`src/rtl/riscv_m_pkg.sv`:
```
// Shared RV32M definitions: funct3 op encodings, multiply/divide FSM states and
// operand-signedness helpers used by the muldiv unit and its bench.
package riscv_m_pkg;

  typedef enum logic [2:0] {
    OP_MUL    = 3'b000,
    OP_MULH   = 3'b001,
    OP_MULHSU = 3'b010,
    OP_MULHU  = 3'b011,
    OP_DIV    = 3'b100,
    OP_DIVU   = 3'b101,
    OP_REM    = 3'b110,
    OP_REMU   = 3'b111
  } op_e;

  typedef enum logic [1:0] {
    S_IDLE = 2'd0,
    S_MUL  = 2'd1,
    S_DIV  = 2'd2,
    S_DONE = 2'd3
  } state_e;

  // rs1 is treated as two's complement for these ops
  function automatic logic op_a_signed(input logic [2:0] op);
    return (op == OP_MULH) || (op == OP_MULHSU) || (op == OP_DIV) || (op == OP_REM);
  endfunction

  function automatic logic op_b_signed(input logic [2:0] op);
    return (op == OP_MULH) || (op == OP_DIV) || (op == OP_REM);
  endfunction

endpackage

```
`src/rtl/muldiv_unit_if.sv`:
```
// Request/result bundle between the issuing pipeline and the muldiv unit.
interface muldiv_unit_if;
  import riscv_m_pkg::*;

  // Handshake: start is taken on a rising edge only while busy=0 (IDLE or DONE);
  // done is a one-cycle pulse, and result/rd_out stay put until the next accepted start.
  logic         start;
  logic [2:0]   op;
  logic [31:0]  a;
  logic [31:0]  b;
  logic [4:0]   rd_in;
  logic         busy;
  logic         done;
  logic [31:0]  result;
  logic [4:0]   rd_out;
  logic         we_out;
  logic         illegal_op;
  state_e       dbg_state;

  modport master (
    output start, op, a, b, rd_in,
    input  busy, done, result, rd_out, we_out, illegal_op, dbg_state
  );

  modport slave (
    input  start, op, a, b, rd_in,
    output busy, done, result, rd_out, we_out, illegal_op, dbg_state
  );

endinterface

```
`src/rtl/div_restoring.sv`:
```
// Unsigned 32-step restoring divider: load magnitudes, then one quotient bit per i_step.
module div_restoring #(
  parameter int WIDTH = 32
) (
  input  logic             clk,
  input  logic             i_load,
  input  logic             i_step,
  input  logic [WIDTH-1:0] i_dividend,
  input  logic [WIDTH-1:0] i_divisor,
  output logic [WIDTH-1:0] o_quot,
  output logic [WIDTH-1:0] o_rem
);

  logic [WIDTH-1:0] r_q;
  logic [WIDTH-1:0] r_r;
  logic [WIDTH-1:0] r_d;
  logic [WIDTH:0]   w_shift;
  logic [WIDTH:0]   w_diff;

  // Partial remainder stays below the divisor, so one extra bit holds the trial borrow.
  always_comb begin
    w_shift = {r_r, r_q[WIDTH-1]};
    w_diff  = w_shift - {1'b0, r_d};
  end

  always_ff @(posedge clk) begin
    if (i_load) begin
      r_q <= i_dividend;
      r_r <= '0;
      r_d <= i_divisor;
    end else if (i_step) begin
      if (!w_diff[WIDTH]) begin
        r_r <= w_diff[WIDTH-1:0];
        r_q <= {r_q[WIDTH-2:0], 1'b1};
      end else begin
        r_r <= w_shift[WIDTH-1:0];
        r_q <= {r_q[WIDTH-2:0], 1'b0};
      end
    end
  end

  assign o_quot = r_q;
  assign o_rem  = r_r;

endmodule

```
`src/rtl/muldiv_unit.sv`:
```
// Iterative RV32M multiply/divide unit (radix-2 shift-add multiply, restoring divide).
// Divide datapath present only with macro RV32M_DIV_EN; without it divide ops finish as illegal_op.
module muldiv_unit
  import riscv_m_pkg::*;
#(
  parameter int WIDTH = 32
) (
  input  logic         clk,
  input  logic         reset,
  muldiv_unit_if.slave bus
);

  state_e               r_state, w_next;
  logic                 w_accept, w_finish, w_busy, w_done, w_last;
  logic [2:0]           r_op;
  logic [4:0]           r_rd;
  logic [5:0]           r_cnt;
  logic                 r_neg_q, r_illegal, w_illegal_fin;
  logic                 w_a_neg, w_b_neg;
  logic [WIDTH-1:0]     w_mag_a, w_mag_b, r_mlt, r_result, w_final;
  logic [2*WIDTH-1:0]   r_prod, r_mcand, w_prod_fix;

  always_comb begin
    w_a_neg = op_a_signed(bus.op) & bus.a[WIDTH-1];
    w_b_neg = op_b_signed(bus.op) & bus.b[WIDTH-1];
    w_mag_a = w_a_neg ? -bus.a : bus.a;
    w_mag_b = w_b_neg ? -bus.b : bus.b;
  end

`ifdef RV32M_DIV_EN
  logic [WIDTH-1:0] r_a, r_b, w_quot, w_rem;
  logic             r_neg_r, w_div0, w_ovf;

  // Zero divisor and signed overflow finish on the first cycle without iterating.
  assign w_div0 = (r_b == '0);
  assign w_ovf  = !r_op[0] && (r_a == {1'b1, {(WIDTH-1){1'b0}}}) && (r_b == '1);
  assign w_last = (r_cnt == 6'd32) || ((r_cnt == 6'd0) && (w_div0 || w_ovf));

  always_ff @(posedge clk) begin
    if (w_accept) begin
      r_a     <= bus.a;
      r_b     <= bus.b;
      r_neg_r <= w_a_neg;
    end
  end

  div_restoring #(.WIDTH(WIDTH)) u_div (
    .clk        (clk),
    .i_load     (w_accept),
    .i_step     ((r_state == S_DIV) && !r_cnt[5]),
    .i_dividend (w_mag_a),
    .i_divisor  (w_mag_b),
    .o_quot     (w_quot),
    .o_rem      (w_rem)
  );
`else
  assign w_last = 1'b1;
`endif

  always_ff @(posedge clk) begin
    if (reset) r_state <= S_IDLE;
    else       r_state <= w_next;
  end

  always_comb begin
    w_next   = r_state;
    w_accept = 1'b0;
    w_finish = 1'b0;
    w_busy   = 1'b0;
    w_done   = 1'b0;
    unique case (r_state)
      S_IDLE, S_DONE: begin
        w_done = (r_state == S_DONE);
        w_next = S_IDLE;
        if (bus.start) begin
          w_accept = 1'b1;
          w_next   = bus.op[2] ? S_DIV : S_MUL;
        end
      end
      S_MUL: begin
        w_busy = 1'b1;
        if (r_cnt == 6'd32) begin
          w_finish = 1'b1;
          w_next   = S_DONE;
        end
      end
      S_DIV: begin
        w_busy = 1'b1;
        if (w_last) begin
          w_finish = 1'b1;
          w_next   = S_DONE;
        end
      end
      default: w_next = S_IDLE;
    endcase
  end

  always_ff @(posedge clk) begin
    if (reset) begin
      r_rd      <= '0;
      r_result  <= '0;
      r_illegal <= 1'b0;
      r_cnt     <= '0;
    end else begin
      if (w_accept) begin
        r_rd      <= bus.rd_in;
        r_illegal <= 1'b0;
        r_cnt     <= '0;
      end else if (w_busy) begin
        r_cnt <= r_cnt + 6'd1;
      end
      if (w_finish) begin
        r_result  <= w_final;
        r_illegal <= w_illegal_fin;
      end
    end
  end

  // Multiplicand shifts left while the multiplier shifts right; 64-bit sum needs no carry-out.
  always_ff @(posedge clk) begin
    if (w_accept) begin
      r_op    <= bus.op;
      r_neg_q <= w_a_neg ^ w_b_neg;
      r_prod  <= '0;
      r_mcand <= {{WIDTH{1'b0}}, w_mag_a};
      r_mlt   <= w_mag_b;
    end else if (r_state == S_MUL) begin
      if (r_mlt[0]) r_prod <= r_prod + r_mcand;
      r_mcand <= r_mcand << 1;
      r_mlt   <= r_mlt >> 1;
    end
  end

  always_comb begin
    w_final       = '0;
    w_illegal_fin = 1'b0;
    w_prod_fix    = r_neg_q ? -r_prod : r_prod;
    if (!r_op[2]) begin
      w_final = (r_op[1:0] == 2'b00) ? w_prod_fix[WIDTH-1:0] : w_prod_fix[2*WIDTH-1:WIDTH];
    end else begin
`ifdef RV32M_DIV_EN
      if (w_div0)       w_final = r_op[1] ? r_a : '1;
      else if (w_ovf)   w_final = r_op[1] ? '0 : r_a;
      else if (r_op[1]) w_final = r_neg_r ? -w_rem : w_rem;
      else              w_final = r_neg_q ? -w_quot : w_quot;
`else
      w_illegal_fin = 1'b1;
`endif
    end
  end

  assign bus.busy       = w_busy;
  assign bus.done       = w_done;
  assign bus.result     = r_result;
  assign bus.rd_out     = r_rd;
  assign bus.we_out     = w_done && (r_rd != 5'd0) && !r_illegal;
  assign bus.illegal_op = w_done && r_illegal;
  assign bus.dbg_state  = r_state;

endmodule

```
`src/flat_wrapper.sv`:
```
// flat-port wrapper written by rule: the top's interface ports become plain ports
module muldiv_unit_flat import riscv_m_pkg::*;
#(
  parameter int WIDTH = 32
)
  (clk, reset, bus_start, bus_op, bus_a, bus_b, bus_rd_in, bus_busy, bus_done, bus_result, bus_rd_out, bus_we_out, bus_illegal_op, bus_dbg_state);
  muldiv_unit_if bus_i ();
  input  logic clk;
  input  logic reset;
  input wire logic [$bits(bus_i.start)-1:0] bus_start;
  input wire logic [$bits(bus_i.op)-1:0] bus_op;
  input wire logic [$bits(bus_i.a)-1:0] bus_a;
  input wire logic [$bits(bus_i.b)-1:0] bus_b;
  input wire logic [$bits(bus_i.rd_in)-1:0] bus_rd_in;
  output wire logic [$bits(bus_i.busy)-1:0] bus_busy;
  output wire logic [$bits(bus_i.done)-1:0] bus_done;
  output wire logic [$bits(bus_i.result)-1:0] bus_result;
  output wire logic [$bits(bus_i.rd_out)-1:0] bus_rd_out;
  output wire logic [$bits(bus_i.we_out)-1:0] bus_we_out;
  output wire logic [$bits(bus_i.illegal_op)-1:0] bus_illegal_op;
  output wire logic [$bits(bus_i.dbg_state)-1:0] bus_dbg_state;
  assign bus_i.start = bus_start;
  assign bus_i.op = bus_op;
  assign bus_i.a = bus_a;
  assign bus_i.b = bus_b;
  assign bus_i.rd_in = bus_rd_in;
  assign bus_busy = bus_i.busy;
  assign bus_done = bus_i.done;
  assign bus_result = bus_i.result;
  assign bus_rd_out = bus_i.rd_out;
  assign bus_we_out = bus_i.we_out;
  assign bus_illegal_op = bus_i.illegal_op;
  assign bus_dbg_state = bus_i.dbg_state;
  muldiv_unit #(.WIDTH(WIDTH)) u_core (.clk(clk), .reset(reset), .bus(bus_i));
endmodule
```
`config.mk`:
```
export PLATFORM = sky130hd
export DESIGN_NAME = muldiv_unit_flat
export DESIGN_NICKNAME = d
export VERILOG_FILES = /design/src/rtl/riscv_m_pkg.sv /design/src/rtl/muldiv_unit_if.sv /design/src/rtl/div_restoring.sv /design/src/rtl/muldiv_unit.sv /design/src/flat_wrapper.sv
export SDC_FILE = /design/constraint.sdc
export NUM_CORES = 1
export LEC_CHECK = 0
export ABC_AREA = 0
export CAP_MARGIN = 20
export CORE_ASPECT_RATIO = 1.75
export CORE_MARGIN = 1
export CORE_UTILIZATION = 25
export DETAILED_ROUTE_END_ITERATION = 12
export SLEW_MARGIN = 20
export SYNTH_ARGS = -nofsm -noshare
export SYNTH_HDL_FRONTEND = slang
export SYNTH_SLANG_ARGS = --single-unit
```
`constraint.sdc`:
```
create_clock -name clk -period 6.7 [get_ports clk]
set_input_delay 1.005 -clock clk [delete_from_list [all_inputs] [get_ports clk]]
set_output_delay 1.005 -clock clk [all_outputs]
set_load 0.02 [all_outputs]
```
==> qor.yml <==
critical_path:
  startpoint_type: "flop"
  critical_path_required_ns: 7.14
  timing.rr.start: "u_core.r_mcand[7]"
  r2r_slack_ns: 2.70
  r2r_end: "u_core.r_prod[59]"
  cp_data_arrival_time_ns: 4.44
  crit_type: "reg -> reg"
  cp_max_fo: 5
  reg2reg_depth: 11
  worstSetupEndpointType: "flop"
cts:
  cts_root_buf: "clkbuf_16"
  clock_sinks: 210
  clock_latency_ns: 0.55
  cts_tree: "done"
  cts_buffers: 23
  htreeDepth: 1
  clk_pin_slew_ns: 0.07
  cts_buffer_depth: 3
  hold_buffers: 0
  cts_resized: 0
  cts_setup_buffers: 0
routing:
  vias_per_cell: 5.11
  ant_nets: 0
  first_iter_violations: 758
  wl_mm: 45.2
  drt_pass1_iterations: 5
  drc: 0
  wl_per_cell_um: 17.9
  vias: 12900
worst_hold_path:
  hp-start: "u_core.bus.result[15]"
  min_path_type: "reg -> reg"
  hold_end: "u_core.bus.result[15]"
  hold_depth: 2
sta:
  timing.fmax_ghz: 0.250
  hold_slack_ns: 0.469
  slew_headroom_pct: 35.2
  hold_viol: 0
  fin_skew_ns: 0.0379
  final_max_slew_viol_count: 0
  setup-tns-final_ns: 0
  rsz0062_at_grt: "no"
  period_minus_slack_ns: 4.00
  finalCritPeriodShare_pct: 59.7
  setup_viol: 0
  tightest_slew_ns: 0.972
place:
  dpl.cell_count: 2478
  place_congestion: 0.898
  port_buffers: 117
  dp_hpwl_mm: 35.0
synth:
  synth_edf_count: 68
  postSynthCellCount: 1738
  synth.distinct_cells: 70
  synth_top_flop_cell: "dfxtp_1"
  yosysSeqAreaShare_pct: 34.5
  ys_seq_elements: 210
  synthesis.nets: 1885
  yosysWarnings: 0
  syn_avg_cell_area_um2: 8.14
  syn_area_um2: 14100
  synthArstFlopShare_pct: 0
power:
  p_leak_nw: 6.41
  p_per_area_nw_per_um2: 400
  p_int_mw: 3.74
  peakVddDrop_mv: 0.216
  p_sw_share_pct: 44.0
  clock_power_share_pct: 19.2
  p_total_mw: 6.67
  switchingPower_mw: 2.93
  power_frac_comb_pct: 48.7
  power_frac_seq_pct: 32.1
grt:
  grt_pass1_wl_mm: 70.3
  antenna_found_initial: 0
  grt_max_degree: 74
  grt_usage_pct: 15.5
  overflow: 0
  grt_pass1_vias: 13100
cells_and_area:
  fin_cells: 2520
  finish.utilization_pct: 29.7
  drive_above_1_share_pct: 3.96
  areaGrowthSynthToFinish_pct: 17.8
  nFillCells: 5998
  regArea_um2: 4880
  nets: 1948
  multi_input_area_um2: 8790
  antenna_cells: 0
die:
  core_um2: 56100
  die_w_um: 182
  row_count: 115
  io_pins: 118
  dieArea_um2: 57600
  chipHeight_um: 317
  initial_core_util_pct: 25.2
flow_run:
  maxCapViolCount: 0
outcome:
  status: "finished clean"
==> critical path: stages (launching register included) <==
cell	delay, ns
edfxtp_1	0.42
ha_1	0.37
nand2_1	0.10
or3_1	0.30
o21ai_0	0.53
a221oi_1	0.29
o21bai_1	0.54
a2111oi_0	0.26
buf_4	0.21
nor4_1	0.45
o21bai_1	0.14
o311ai_0	0.30
==> placed cells by master, fill, tap and decap left out, drive strengths merged, types with 5 or more instances in the layout <==
| cell type | instances |
|---|---|
| a211oi | 16 |
| a21boi | 6 |
| a21o | 40 |
| a21oi | 142 |
| a22o | 7 |
| a31oi | 8 |
| a32o | 7 |
| and2 | 13 |
| and3 | 7 |
| and4 | 7 |
| buf | 12 |
| clkbuf | 33 |
| clkdlybuf4s50 | 117 |
| clkinv | 5 |
| dfxtp | 142 |
| edfxtp | 68 |
| ha | 71 |
| inv | 35 |
| mux2i | 37 |
| nand2 | 280 |
| nand2b | 15 |
| nand3 | 26 |
| nand3b | 8 |
| nand4 | 22 |
| nor2 | 132 |
| nor2b | 9 |
| nor3 | 40 |
| nor4 | 17 |
| o21a | 9 |
| o21ai | 162 |
| o21bai | 16 |
| o221ai | 12 |
| o311ai | 5 |
| o31ai | 33 |
| o41ai | 14 |
| or3 | 16 |
| or4 | 15 |
| xnor2 | 84 |
| xor2 | 88 |
==> synth_stat cells, drive strengths merged (3+ instances only) <==
library cell	instances	share of area [%]
nand2	280	7.4
o21ai	162	5.8
a21oi	142	5.0
dfxtp	142	20
nor2	132	3.5
xor2	88	5.4
xnor2	84	5.2
clkbuf	75	2.1
ha	71	6.3
edfxtp	68	14
a21o	40	2.1
nor3	40	1.4
mux2i	37	2.6
inv	34	0.90
o31ai	33	1.8
nand3	26	0.92
nand4	22	0.97
nor4	17	0.75
a211oi	16	0.85
buf	16	0.57
o21bai	16	0.85
or3	16	0.84
nand2b	15	0.66
or4	15	0.88
o41ai	14	0.87
and2	13	0.57
o221ai	12	0.74
nor2b	9	0.40
o21a	9	0.48
a31oi	8	0.35
nand3b	8	0.42
a22o	7	0.43
a32o	7	0.50
and3	7	0.31
and4	7	0.43
a21boi	6	0.32
o311ai	5	0.31
a2111oi	4	0.25
or2	4	0.18
a211o	3	0.19
a221oi	3	0.19
==> cell type report <==
class / instances / area share [%]
multi-input cells: 1403 / 52.7
flip-flops and latches: 210 / 29.3
repair buffers: 129 / 7.57
well taps: 702 / 5.27
clock buffers: 33 / 3.74
inverters: 34 / 0.766
clock inverters: 9 / 0.631
==> worst max-delay path by stage <==
stage	slack, ns	end	cells after the start	start
finish	2.70	u_core.r_prod[59]	11	u_core.r_mcand[7]
global route	2.32	u_core.r_prod[59]	11	u_core.r_mcand[6]
CTS	2.67	u_core.r_prod[59]	11	u_core.r_mcand[3]
global placement	2.69	u_core.r_prod[59]	11	u_core.r_mcand[6]
detailed placement	2.67	u_core.r_prod[59]	11	u_core.r_mcand[3]
floorplan	3.10	u_core.bus.result[31]	10	u_core.r_prod[41]
==> kinds of logic (layout without fill, tap and decap cells) <==
| group | after synthesis | after routing | share of synthesized area [%] |
|---|---|---|---|
| simple gates | 616 | 616 | 20.0 |
| compound gates | 506 | 506 | 22.3 |
| flops | 210 | 210 | 34.5 |
| xor+xnor | 172 | 172 | 10.6 |
| buf+inv | 125 | 205 | 3.53 |
| fa+ha+maj | 72 | 72 | 6.42 |
| mux | 37 | 37 | 2.62 |
==> metal layers <==
metal | global-route usage, % | part of all wire [%] | vias to the layer above
li1 | - | - | 6406
met2 | 29.3 | 52 | 302
met5 | 0 | 0 | -
met4 | 11.2 | 7.3 | 0
met1 | 15.5 | 36 | 6057
met3 | 1.92 | 3.8 | 124
==> state kept, by name, indices dropped and copies added (netlist names) <==
register,flops
u_core.bus.dbg_state,2
u_core.r_op,3
u_core.r_neg_q,1
u_core.bus.rd_out,5
u_core.r_mlt,32
u_core.bus.result,32
u_core.r_illegal,1
u_core.r_prod,64
u_core.r_cnt,6
u_core.r_mcand,64
==> stage by stage <==
step	setup slack (ns)	instance area (um^2)
floorplan	3.10	14100
global placement	2.69	15900
detailed placement	2.67	15900
CTS	2.67	16700
global route	2.32	16700
finish	2.70	16700
==> power by group through the flow <==
stage	Clock (mW)	Sequential, mW	Combinational, mW
2_1_floorplan	0	2.08	2.37
3_3_place_gp	0	2.14	3.22
3_5_place_dp	0	2.16	3.24
4_1_cts	1.32	2.14	3.25
5_1_grt	1.36	2.19	3.60
6_report	1.28	2.14	3.25
Power figures use the tool's default switching activity.
